==> src/rtl/i_fetch_ctrl.sv <==
// Instruction fetch sequencer: owns the PC, addresses the async-read ROM and
// presents one registered instruction at a time to decode over valid/ready.
package i_fetch_pkg;
  localparam int WORD_SIZE_P   = 32;
  localparam int I_ROM_DEPTH_P = 64;
endpackage

module i_fetch_ctrl
  import i_fetch_pkg::*;
#(
  parameter int RESET_PC_P = 0,
  localparam int ADDR_WIDTH_LP = $clog2(I_ROM_DEPTH_P)
) (
  input  logic                     clk_i,
  input  logic                     reset_n_i,
  input  logic                     start_i,
  input  logic                     halt_i,
  input  logic                     redirect_v_i,
  input  logic [ADDR_WIDTH_LP-1:0] redirect_pc_i,
  output logic [ADDR_WIDTH_LP-1:0] rom_addr_o,
  input  logic [WORD_SIZE_P-1:0]   rom_data_i,
  output logic [WORD_SIZE_P-1:0]   inst_o,
  output logic [ADDR_WIDTH_LP-1:0] inst_pc_o,
  output logic                     valid_o,
  input  logic                     ready_i,
  output logic                     halted_o,
  output logic [15:0]              fetch_count_o
);

  typedef enum logic [1:0] {
    IDLE = 2'd0,
    RUN  = 2'd1,
    HALT = 2'd2
  } state_e;

  localparam logic [ADDR_WIDTH_LP-1:0] RESET_PC_LP = ADDR_WIDTH_LP'(RESET_PC_P);
  localparam logic [ADDR_WIDTH_LP-1:0] LAST_PC_LP  = ADDR_WIDTH_LP'(I_ROM_DEPTH_P - 1);

  state_e                   state_q, state_d;
  logic [ADDR_WIDTH_LP-1:0] pc_q, pc_d;
  logic [WORD_SIZE_P-1:0]   inst_q, inst_d;
  logic [ADDR_WIDTH_LP-1:0] inst_pc_q, inst_pc_d;
  logic                     valid_q, valid_d;
  logic                     halted_q, halted_d;
  logic [15:0]              count_q, count_d;
  logic                     run_s;
  logic                     load_s;
  logic [ADDR_WIDTH_LP-1:0] next_pc_s;

  assign run_s      = (state_q == RUN);
  assign rom_addr_o = (run_s && redirect_v_i) ? redirect_pc_i : pc_q;
  // Halt wins over every load; a redirect forces a load even under back-pressure.
  assign load_s     = run_s && !halt_i && (redirect_v_i || !valid_q || ready_i);
  // Explicit wrap keeps the sequence correct for non-power-of-two depths too.
  assign next_pc_s  = (rom_addr_o == LAST_PC_LP) ? '0 : rom_addr_o + ADDR_WIDTH_LP'(1);

  always_comb begin
    state_d   = state_q;
    pc_d      = pc_q;
    inst_d    = inst_q;
    inst_pc_d = inst_pc_q;
    valid_d   = valid_q;
    halted_d  = halted_q;
    count_d   = count_q + {15'd0, (valid_q & ready_i)};
    case (state_q)
      IDLE: begin
        if (start_i) begin
          state_d = RUN;
        end else begin
          state_d = IDLE;
        end
      end
      RUN: begin
        if (halt_i) begin
          state_d  = HALT;
          valid_d  = 1'b0;
          halted_d = 1'b1;
        end else if (load_s) begin
          inst_d    = rom_data_i;
          inst_pc_d = rom_addr_o;
          valid_d   = 1'b1;
          pc_d      = next_pc_s;
        end else begin
          valid_d = valid_q;
        end
      end
      HALT: begin
        state_d = HALT;
      end
      default: begin
        state_d = IDLE;
        valid_d = 1'b0;
      end
    endcase
  end

  always_ff @(posedge clk_i or negedge reset_n_i) begin
    if (!reset_n_i) begin
      state_q   <= IDLE;
      pc_q      <= RESET_PC_LP;
      inst_q    <= '0;
      inst_pc_q <= '0;
      valid_q   <= 1'b0;
      halted_q  <= 1'b0;
      count_q   <= 16'd0;
    end else begin
      state_q   <= state_d;
      pc_q      <= pc_d;
      inst_q    <= inst_d;
      inst_pc_q <= inst_pc_d;
      valid_q   <= valid_d;
      halted_q  <= halted_d;
      count_q   <= count_d;
    end
  end

  assign inst_o        = inst_q;
  assign inst_pc_o     = inst_pc_q;
  assign valid_o       = valid_q;
  assign halted_o      = halted_q;
  assign fetch_count_o = count_q;

endmodule

==> config.mk <==
export PLATFORM = sky130hd
export DESIGN_NAME = i_fetch_ctrl
export DESIGN_NICKNAME = d
export VERILOG_FILES = /design/src/rtl/i_fetch_ctrl.sv
export SDC_FILE = /design/constraint.sdc
export NUM_CORES = 1
export LEC_CHECK = 0
export ABC_AREA = 1
export CORE_MARGIN = 2
export CORE_UTILIZATION = 40
export DETAILED_ROUTE_END_ITERATION = 10
export GPL_ROUTABILITY_DRIVEN = 1
export PLACE_DENSITY = 0.77
export SLEW_MARGIN = 20
export SYNTH_ARGS = -nofsm -noshare
export SYNTH_HDL_FRONTEND = slang
export SYNTH_SLANG_ARGS = --single-unit
export TNS_END_PERCENT = 20
==> constraint.sdc <==
create_clock -name clk_i -period 1.5 [get_ports clk_i]
set_input_delay 0.225 -clock clk_i [delete_from_list [all_inputs] [get_ports clk_i]]
set_output_delay 0.225 -clock clk_i [all_outputs]
set_load 0.005 [all_outputs]
---- After elaboration in Yosys (flattened, before gate mapping) ----
Index checks and enable logic that the tools add are counted.
word-level totals
  register bits ........................... 64
  input bits .............................. 44
  logic and storage cells ................. 37
cells by class
  $add $sub $neg .......................... 2
  eq/ne operators ......................... 5
  muxes and demuxes ....................... 8
  bitwise logic cells ..................... 3
  reductions and logical operators ........ 12
operators by type and width
  cell                                                                   count
  16-bit by 1-bit adder with 16-bit output                               1
  6-bit 2-to-1 mux                                                       2
  6-bit by 1-bit adder with 6-bit output, second input constant          1
  6-bit equality test, second input constant                             1
  2-bit one-hot mux with 3 select lines                                  1
  2-bit AND reduction                                                    2
  1-bit logical AND                                                      3
  1-bit 2-to-1 mux                                                       3
  3-bit by 2-bit != test with 1-bit output, second input constant        1
  3-bit AND reduction                                                    1
  2-bit by 1-bit equality test with 1-bit output, second input constant  1
  2-bit equality test, second input constant                             1
  1-bit zero test                                                        2
  2-bit zero test                                                        1
  1-bit logical OR                                                       2
  2-bit 2-to-1 mux                                                       1
  2-bit != test, second input constant                                   1
  1-bit NOT                                                              2
  1-bit one-hot mux with 2 select lines                                  1
  2-bit OR reduction                                                     1
  1-bit bitwise AND                                                      1

---- Logic depth before layout (Yosys ltp) ----
Gate-level depths: netlist (run 1).
  word-level depth ........................ 7
  depth in mapped cells ................... 12
  gate-level depth less buffers ........... 11

---- Worst setup path before layout (run 1) ----
OpenSTA, ideal clock, no wires.
  kind .................................... reg2reg
  from .................................... register state_q[1]
  to ...................................... register pc_q[5]
  setup time .............................. 0.117 ns
  data arrival time ....................... 1.535 ns
  data required time ...................... 1.383 ns
  slack ................................... -0.152 ns
  cell stages (with the launch flop) ...... 13
  buffers on the path ..................... 1
  period minus slack after synthesis ...... 1.652 ns
  cells stage by stage .................... dfrtp_1 -> inv_1 -> ha_1 -> buf_4 -> nand2_2 -> nand2_1 -> nand2_1 -> ha_1 -> nand3_1 -> nor2_2 -> nor2_4 -> nand3_1 -> nand2_1
between the ends
  cells in the longest elaborated chain, start to end .. 5
  elaborated cells between the ends (all ways) .. 9
  classes of those cells .................. 1 x add/sub; 2 x eq/ne; 2 x mux; 4 x reduce/logical
ends and longest elaborated chain
  what                                                                                  line  RTL
  from (decl)                                                                           39    state_e state_q, state_d;
  from (signal assigned)                                                                107   state_q <= state_d;
  2-bit by 1-bit equality test with 1-bit output (*)                                    50    assign run_s = (state_q == RUN);
  1-bit logical AND (*)                                                                 51    assign rom_addr_o = (run_s && redirect_v_i) ? redirect_pc_i : pc_q;
  6-bit 2-to-1 mux (*)                                                                  51
  named net rom_addr_o[1]                                                               20    output logic [ADDR_WIDTH_LP-1:0] rom_addr_o,
  6-bit by 1-bit adder with 6-bit output / 6-bit equality test (equally long branches)  55    assign next_pc_s = (rom_addr_o == LAST_PC_LP) ? '0 : rom_addr_o + ADDR_WIDTH_LP'(1);
  6-bit 2-to-1 mux (*)                                                                  55
  to (signal assigned)                                                                  108   pc_q <= pc_d;
  to (decl)                                                                             40    logic [ADDR_WIDTH_LP-1:0] pc_q, pc_d;
Mark *: on every way through the listed nets, which the timed path passes. The rest lies on a longest branch.
A chain may end at the register's enable or synchronous reset.

---- Final worst setup path (run 1) ----
  from .................................... register state_q[1]
  to ...................................... register pc_q[3]
between the ends
  cells in the longest elaborated chain, start to end .. 5
  elaborated cells between the ends (all ways) .. 9
  classes of those cells .................. 1 x add/sub; 2 x eq/ne; 2 x mux; 4 x reduce/logical
ends and longest elaborated chain
  what                                                                                  line
  2-bit by 1-bit equality test with 1-bit output (*)                                    50, 65
  1-bit logical AND                                                                     51
  6-bit 2-to-1 mux                                                                      51
  6-bit by 1-bit adder with 6-bit output / 6-bit equality test (equally long branches)  55
  6-bit 2-to-1 mux                                                                      55
Mark *: on every way between the ends. The rest lies on a longest branch, timed or not.

==> run_results.csv, run 1 <==
group,metric,value,unit
clocking,cts_sinks,64,
status,violations,"negative setup slack",
synthesis,synth_top_area_share,57.55,%
floorplan,core,6756,um2
synthesis,post-synth-top-count-cell,"nand2_1",
power_and_ir_drop,fin_total_pwr,7.778,mW
critical_path,worst-endpoint-required,1770,ps
power_and_ir_drop,peakVddDrop,0.9464,mV
global_routing,antenna_found_initial,0,
clocking,clockBufferDepth,2,
clocking,cts_tree,"yes",
sta,rsz0062_at_grt,"true",
critical_path,crit_arrival,1990,ps
sta,max-slew-margin-rel,76.94,%
global_routing,grt_pass1_wl,12.46,mm
cells_and_area,post_route_cells_drive_above_1_share,22.68,%
synthesis,yosys-top-cells-area,"dfrtp_1, nand2_1, xor2_1",
synthesis,syn-mean-instance-area,9.005,um2
critical_path,crit_fanout,5,
sta,setup_viol,53,
critical_path,reg2reg_from,"state_q[1]",
drt,first_pass_iters,4,
floorplan,die-area,7640,um2
status,status,"finished with violations",
floorplan,initial_utilization,41.19,%
synthesis,synthAdderAreaFrac,2.698,%
global_routing,grt_usage,21.11,%
sta,holdWs,301.4,ps
sta,clock_skew,12.93,ps
critical_path,critPathCaptureType,"flop",
min_path,hp-class,"in2reg",
synthesis,ys_warn_count,0,
global_routing,gr-total-overflow,0,
sta,worstMarginPinSlew,345.9,ps
synthesis,synth_cell_types,24,
critical_path,worst-setup-path-type,"reg2reg",
clocking,h-tree-depth,3,
synthesis,ys.flop_type,"dfrtp_1",
synthesis,synth_top_family_by_area,"simple AND/OR/NAND/NOR gates",
synthesis,synthArstFlopShare,100.0,%
placed_design,dp.cells,511,
synthesis,synth_area,2783,um2
min_path,min-delay-start,"ready_i",
sta,period_needed,1721,ps
cells_and_area,fillers,505,
floorplan,rows,30,
cells_and_area,nNetsFinal,510,
sta,final_hold_viol_count,0,
critical_path,worstSetupStartpointType,"flop",
sta,drv_slew,0,
min_path,worstHoldEndpoint,"fetch_count_o[0]",
sta,setup_slack,-220.8,ps
placed_design,numPortBuffers,105,
placed_design,place_congestion,0.8518,
global_routing,grt_pass1_vias,2730,
cells_and_area,multi_input_area,1229,um2
drt,final_antenna_net_count,0,
drt,post_drt_via_cell_ratio,4.790,
cells_and_area,seq_area,1602,um2
placed_design,pre_cts_ws,-464.2,ps
cells_and_area,diodes,0,
synthesis,synth_simple_gate_area_share,27.34,%
synthesis,synth_seq_cells,64,
synthesis,synth_edf_count,0,
placed_design,placed_area,4149,um2
synthesis,syn_nets,359,
synthesis,synth_mux_area_share,0,%
drt,drc,0,
synthesis,synth_compound_area_share,3.058,%
critical_path,r2r_slack,-220,ps
sta,post-route-period-util,114.7,%
critical_path,r2r_cells,11,
cells_and_area,final_core_util,69.85,%
synthesis,ys_seq_area_share,57.55,%
synthesis,synth_top_area_cell,"dfrtp_1",
floorplan,num_io_pins,106,
placed_design,dp_hpwl,4.823,mm
cells_and_area,stdcell_area,4720,um2
synthesis,synth_common_cells,"nand2_1, dfrtp_1, nor2_1",
global_routing,grt_max_degree,65,
drt,wl_per_cell,13.95,um
clocking,clock_latency,330,ps
cells_and_area,syn2layout_area_growth,69.60,%
cells_and_area,fin_cells,543,
clocking,cts_root_buf,"clkbuf_8",
critical_path,worstReg2RegEnd,"pc_q[3]",
power_and_ir_drop,p_leak,2.367,nW
drt,wl,7.574,mm
power_and_ir_drop,power_density,1648,nW/um2
floorplan,die_w,87.41,um
flow_run,maxCapViolations,0,
floorplan,die_h,87.41,um
sta,fmax,581.1,MHz
drt,vias,2601,
clocking,numCtsBuffers,9,
synthesis,netlist_instances,309,
min_path,whs_path_depth,4,
drt,drtIter0Drc,75,
clocking,clk_pin_slew,70,ps
synthesis,synth-xor-area-share,4.406,%
sta,final.setup.tns,-6904,ps
-- sequential cells by signal, summed over array words and instances (netlist names) --
name and cells:
pc_q 6, state_q 2, fetch_count_o 16, inst_o 32, halted_o 1, valid_o 1, inst_pc_o 6
-- worst max-delay path by stage --
stage	from	to	slack, ps
after CTS	state_q[1]	rom_addr_o[4]	-170
after detailed placement	ready_i	fetch_count_o[13]	-460
after global routing	state_q[1]	pc_q[3]	-280
after floorplan	state_q[1]	pc_q[5]	-30
final	state_q[1]	pc_q[3]	-220
after global placement	redirect_v_i	rom_addr_o[4]	-340
-- cells in the final DEF, fill, tap and decap left out, types with 5 or more instances in the layout --
cell type / n
buf_12: 7
buf_4: 31
buf_6: 8
clkbuf_8: 11
clkdlybuf4s50_1: 85
dfrtp_1: 64
dlygate4sd2_1: 7
dlymetal6s2s_1: 6
inv_1: 12
nand2_1: 132
nand2_2: 6
nand2_4: 7
nand3_1: 5
nand3_2: 7
nor2_1: 12
nor2_4: 5
o21ai_1: 5
xor2_1: 10
-- worst max-delay path, cell delays in order, from the launching register on --
cell and delay [ps]:
dfrtp_1 390, inv_2 80, ha_4 180, nand2_4 90, buf_6 140, nand2_4 60
nand2_4 50, buf_4 150, nand3_2 110, xor2_1 220, nand2_1 120, nand2_1 70
-- metal layers --
| layer | up-vias | GRT usage [%] | part of all wire (%) |
|---|---|---|---|
| met3 | 18 | 4.550 | 5.7 |
| met2 | 88 | 34.85 | 51 |
| met4 | 0 | 9.231 | 2.0 |
| met5 | - | 0 | 0 |
| met1 | 1241 | 26.64 | 41 |
| li1 | 1254 | - | - |
-- report_power, final --
part / total, mW / switching, mW / internal [mW]
Sequential: 2.79 / 0.416 / 2.37
Clock: 1.46 / 0.627 / 0.837
Combinational: 3.53 / 1.43 / 2.09
-- layout make-up --
class                   count  share of cell area (%)
inverters                  16                   1.379
repair buffers            150                   32.42
well taps                  80                   2.121
clock buffers              11                   3.208
clock inverters             3                  0.9014
multi-input cells         219                   26.03
flip-flops and latches     64                   33.93
-- kinds of logic after synthesis --
logic type	Yosys count
fa+ha+maj	6
xor+xnor	14
compound gates	15
flops	64
simple gates	184
buf+inv	26
-- what timing repair did --
item | CTS | global route
endpoints found under the hold margin | 64 | 0
cloned | 2 | 0
pin swaps | 10 | 2
endpoints found under the setup margin | 61 | 66
setup buffers | 13 | 2
resized for setup | 60 | 21
hold buffers | 1 | 0
No activity file was read; power rests on OpenSTA's default activity.
==> run 2, diff against run 1 <==
Settings changed: CORE_ASPECT_RATIO set to 0.8.
==> run 2 against run 1 <==
Against the previous run:
- the flow still finishes with violations (negative setup slack)
- combinational power increased by 11%
- sequential power about the same
- first-iteration DRC count increased by 15%
- largest power group unchanged
- worst hold slack improved by 67 ps
==> run_results.csv, run 2 (synthesis results as in run 1) <==
group,metric,value,unit
status,status,"finished with violations",
status,violations,"negative setup slack",
global_routing,antenna_found_initial,0,
sta,setup_slack,-339.5,ps
floorplan,rows,27,
power_and_ir_drop,p_leak,2.572,nW
sta,final_hold_viol_count,0,
clocking,clock_latency,340,ps
global_routing,grt_usage,21.66,%
power_and_ir_drop,clockPowerShare,19.9,%
power_and_ir_drop,combPwrFrac,46.7,%
critical_path,max_stage_delay,390,ps
floorplan,die_h,78.60,um
clocking,clockBufferDepth,2,
critical_path,worstReg2RegEnd,"inst_o[12]",
power_and_ir_drop,power_frac_seq,33.4,%
cells_and_area,syn2layout_area_growth,82.37,%
global_routing,grt_pass1_vias,2672,
critical_path,worstSetupStartpointType,"flop",
sta,worstMarginPinSlew,479.2,ps
cells_and_area,seq_area,1602,um2
critical_path,r2r_cells,14,
sta,clock_skew,12.67,ps
power_and_ir_drop,peakVddDrop,1.060,mV
sta,rsz0062_at_grt,"true",
sta,period_needed,1840,ps
clocking,cts_sinks,64,
drt,first_pass_iters,5,
critical_path,worst_path_max_delay_cell,"dfrtp_1",
cells_and_area,fillers,481,
placed_design,dp_hpwl,4.980,mm
placed_design,place_congestion,0.8255,
sta,max-slew-margin-rel,68.06,%
critical_path,crit_fanout,15,
placed_design,placed_area,4198,um2
placed_design,numPortBuffers,105,
drt,post_drt_via_cell_ratio,4.730,
critical_path,reg2reg_from,"state_q[1]",
critical_path,critPathCaptureType,"flop",
sta,final.setup.tns,-14830,ps
clocking,numCtsBuffers,9,
cells_and_area,final_core_util,74.37,%
cells_and_area,nNetsFinal,525,
floorplan,die-area,7644,um2
clocking,cts_tree,"yes",
global_routing,grt_max_degree,30,
drt,vias,2682,
power_and_ir_drop,p_int,5.675,mW
clocking,cts_root_buf,"clkbuf_8",
sta,setup_viol,55,
sta,drv_slew,0,
cells_and_area,largest_reg_flops,32,
floorplan,die_w,97.25,um
cells_and_area,multi_input_area,1290,um2
floorplan,num_io_pins,106,
drt,wl,8.338,mm
cells_and_area,diodes,0,
critical_path,path_cells,"inv_2 -> ha_4 -> buf_6 -> buf_6 -> buf_6 -> inv_4 -> nor2_4 -> inv_4 -> nor2_8 -> buf_6 -> inv_8 -> buf_12 -> nand2_1 -> nand2_1",
cells_and_area,layout_common_cells,"nand2_1, clkdlybuf4s50_1, dfrtp_1",
cells_and_area,post_route_cells_drive_above_1_share,30.63,%
cells_and_area,final_common_cell,"nand2_1",
critical_path,worst-setup-path-type,"reg2reg",
critical_path,startpoint,"state_q[1]",
critical_path,crit_arrival,2060,ps
flow_run,maxCapViolations,0,
clocking,h-tree-depth,3,
drt,wl_per_cell,14.71,um
power_and_ir_drop,switching_power,2.698,mW
cells_and_area,stdcell_area,5075,um2
global_routing,grt_pass1_wl,12.88,mm
drt,final_antenna_net_count,0,
sta,fmax,543.6,MHz
sta,post-route-period-util,122.6,%
global_routing,gr-total-overflow,0,
clocking,clk_pin_slew,80,ps
floorplan,core,6824,um2
power_and_ir_drop,p_sw_share,32.22,%
min_path,hp-class,"in2async",
drt,drc,0,
floorplan,initial_utilization,40.78,%
power_and_ir_drop,power_density,1650,nW/um2
critical_path,r2r_slack,-340,ps
drt,drtIter0Drc,86,
critical_path,worst-endpoint-required,1720,ps
critical_path,crit_top_cell,"buf_6",
[run 2: repair_timing]
action	in CTS	in global routing
pin swaps	17	11
endpoints found under the setup margin	63	70
setup buffers	23	4
endpoints found under the hold margin	15	0
gates resized for setup	85	49
hold buffers	1	0
cloned	5	0
[run 2: how the worst max path moves through the flow]
| stage | end | slack, ps | cells after the start |
|---|---|---|---|
| after floorplan | pc_q[5] | -30 | 11 |
| after global placement | fetch_count_o[12] | -360 | 10 |
| after detailed placement | fetch_count_o[12] | -400 | 10 |
| after CTS | pc_q[4] | -260 | 14 |
| after global routing | inst_pc_o[2] | -470 | 13 |
| final | inst_o[12] | -340 | 14 |
[run 2: metrics by stage]
stage | power, mW | worst slack (ps) | instances | hold slack, ps
after floorplan | 3.908 | -32.43 | 309 | -70.59
after global placement | 5.735 | -357.8 | 520 | 191.5
after detailed placement | 5.835 | -399.4 | 520 | 202.9
after CTS | 8.133 | -264.7 | 564 | 373.9
after global routing | 8.889 | -472.3 | 567 | 396.2
final | 8.373 | -339.5 | 567 | 368.8
[run 2: critical path: cells and delay by family (launching register included)]
family        cells  cell delay (ps)
fa+ha+maj         1              150
simple gates      4              390
flops             1              390
buf+inv           9              790
[run 2: layout make-up]
cell class / count / share of cell area, %
clock buffers: 10 / 2.712
flip-flops and latches: 64 / 31.56
inverters: 16 / 1.430
well taps: 87 / 2.145
multi-input cells: 219 / 25.42
repair buffers: 165 / 34.96
clock inverters: 6 / 1.775
[run 2: power groups by stage]
stage	clock (mW)	combinational, mW	sequential, mW
6_report	1.67	3.91	2.80
5_1_grt	1.80	4.21	2.88
4_1_cts	1.71	3.66	2.77
3_5_place_dp	0	3.06	2.77
3_3_place_gp	0	2.98	2.75
2_1_floorplan	0	1.12	2.79
[run 2: per-layer routing]
metal | GRT usage (%) | vias up | share of wire (%)
met2 | 36.11 | 77 | 51
met1 | 26.20 | 1297 | 42
li1 | - | 1294 | -
met3 | 7.569 | 14 | 5.6
met5 | 0 | - | 0
met4 | 8.056 | 0 | 2.1
==> run 3, diff against run 2 <==
Settings changed: GPL_TIMING_DRIVEN set to 0.
==> run 3 against run 2 <==
Against the previous run:
- the flow still finishes with violations (negative setup slack)
- non-clock buffer count decreased by 29
- die area did not move
- sequential share of layout area up 2.3 points
==> run_results.csv, run 3 (synthesis results as in run 1) <==
group,metric,value,unit
status,status,"finished with violations",
status,violations,"negative setup slack",
clocking,clockBufferDepth,2,
critical_path,max_stage_delay,410,ps
cells_and_area,final_core_util,69.34,%
power_and_ir_drop,power_density,1718,nW/um2
sta,worstMarginPinSlew,434.1,ps
drt,final_antenna_net_count,0,
cells_and_area,diodes,0,
cells_and_area,final_common_cell,"nand2_1",
min_path,hp-class,"in2reg",
global_routing,grt_pass1_wl,11.74,mm
drt,vias,2525,
power_and_ir_drop,peakVddDrop,0.9610,mV
global_routing,grt_pass1_vias,2442,
sta,fmax,565.3,MHz
critical_path,crit_buf_inv,7,
cells_and_area,nNetsFinal,497,
drt,wl,7.528,mm
critical_path,crit_fanout,7,
floorplan,core,6824,um2
placed_design,numPortBuffers,104,
critical_path,worst-endpoint-required,1720,ps
clocking,numCtsBuffers,9,
cells_and_area,largest_reg_flops,32,
clocking,cts_root_buf,"clkbuf_8",
floorplan,rows,27,
clocking,clk_pin_slew,70,ps
drt,first_pass_iters,4,
clocking,cts_sinks,64,
global_routing,grt_max_degree,34,
sta,setup_viol,54,
drt,post_drt_via_cell_ratio,4.685,
critical_path,crit_arrival,1990,ps
critical_path,critPathCaptureType,"flop",
critical_path,worst_path_max_delay_cell,"dfrtp_1",
floorplan,die-area,7644,um2
cells_and_area,layout_common_cells,"nand2_1, clkdlybuf4s50_1, dfrtp_1",
global_routing,grt_usage,19.83,%
drt,drc,0,
sta,final_hold_viol_count,0,
sta,post-route-period-util,117.9,%
sta,rsz0062_at_grt,"true",
global_routing,antenna_found_initial,0,
drt,wl_per_cell,13.97,um
sta,holdWs,283.5,ps
critical_path,worst-setup-path-type,"reg2reg",
placed_design,place_congestion,0.7710,
drt,drtIter0Drc,88,
cells_and_area,syn2layout_area_growth,70.05,%
floorplan,num_io_pins,106,
sta,max-slew-margin-rel,71.06,%
clocking,cts_tree,"yes",
floorplan,die_w,97.25,um
floorplan,initial_utilization,40.78,%
cells_and_area,post_route_cells_drive_above_1_share,25.22,%
clocking,h-tree-depth,3,
sta,clock_skew,6.757,ps
clocking,clock_latency,340,ps
sta,period_needed,1769,ps
sta,final.setup.tns,-10560,ps
sta,drv_slew,0,
critical_path,path_delay_family,"buffers and inverters",
sta,setup_slack,-269.1,ps
power_and_ir_drop,p_leak,2.349,nW
critical_path,worstSetupStartpointType,"flop",
global_routing,gr-total-overflow,0,
placed_design,dp_hpwl,4.942,mm
critical_path,path_cells,"inv_2 -> ha_4 -> buf_8 -> buf_12 -> inv_4 -> nor2_4 -> inv_4 -> nor2_8 -> inv_8 -> clkbuf_16 -> nand2_1 -> nand2_1",
floorplan,die_h,78.60,um
flow_run,maxCapViolations,0,
==> run 3: cell types whose count changed in the layout (fill, tap and decap cells not counted), moves of 3 or more <==
cell / previous run / this run
buf_4: 33 / 15
buf_12: 10 / 3
buf_16: 5 / 0
clkdlybuf4s50_1: 75 / 80
nor2_1: 9 / 14
dlymetal6s2s_1: 12 / 8
nor2_2: 5 / 1
buf_8: 1 / 4
==> run 3: repair_timing <==
action	4_1_cts	5_1_grt
setup buffers	12	5
endpoints found under the setup margin	64	68
pin swaps	12	9
gates resized for setup	72	53
hold buffers	1	0
endpoints found under the hold margin	32	0
cloned	3	1
==> run 3: worst register-to-register path, stage by stage, from the launching register on <==
cell       delay [ps]
dfrtp_1           410
inv_2              90
ha_4              130
buf_8             120
buf_12            130
inv_4              40
nor2_4            100
inv_4              60
nor2_8            200
inv_8              90
clkbuf_16         170
nand2_1            60
nand2_1            60
==> run 3: where the power goes <==
group	switching (mW)	internal (mW)	total [mW]
logic	1.48	2.04	3.52
registers	0.424	2.37	2.80
clock network	0.662	1.15	1.81
total	2.57	5.56	8.13
==> run 3: final timing paths <==
kind / end / slack [ps] / start / depth (start not counted)
worst max-delay path: pc_q[5] / -270 / state_q[1] / 12
worst min-delay path: inst_pc_o[2] / 280 / redirect_v_i / 3
worst max register to register: pc_q[5] / -270 / state_q[1] / 12
worst min register to register: inst_o[13] / 470 / inst_o[13] / 2
max in group asynchronous: inst_o[1] / 620 / reset_n_i / 3
min in group asynchronous: fetch_count_o[6] / 370 / reset_n_i / 2
==> run 3: layout make-up <==
type,instances,area (um2)
fillers,525,2092
flip-flops and latches,64,1602
multi-input cells,219,1294
repair buffers,126,1291
clock buffers,11,141.4
plain buffers,10,112.6
well taps,87,108.9
clock inverters,5,103.9
inverters,16,72.57
repair inverters,1,6.256
==> run 3: stage by stage <==
stage / area [um2] / power, mW / instances / setup WS [ps]
3_5_place_dp: 4009 / 5.630 / 501 / -516.6
2_1_floorplan: 2841 / 3.908 / 309 / -32.43
5_1_grt: 4732 / 8.640 / 539 / -355.4
6_report: 4732 / 8.130 / 539 / -269.1
4_1_cts: 4507 / 7.858 / 533 / -192.8
3_3_place_gp: 3991 / 5.508 / 500 / -1947
==> run 3: metal layers <==
| layer | part of all wire (%) | global-route usage [%] | wire length [um] |
|---|---|---|---|
| met2 | 52 | 34.31 | 3884 |
| met4 | 1.3 | 6.250 | 97 |
| met5 | 0 | 0 | 0 |
| met1 | 42 | 24.05 | 3141 |
| met3 | 5.4 | 5.966 | 405 |
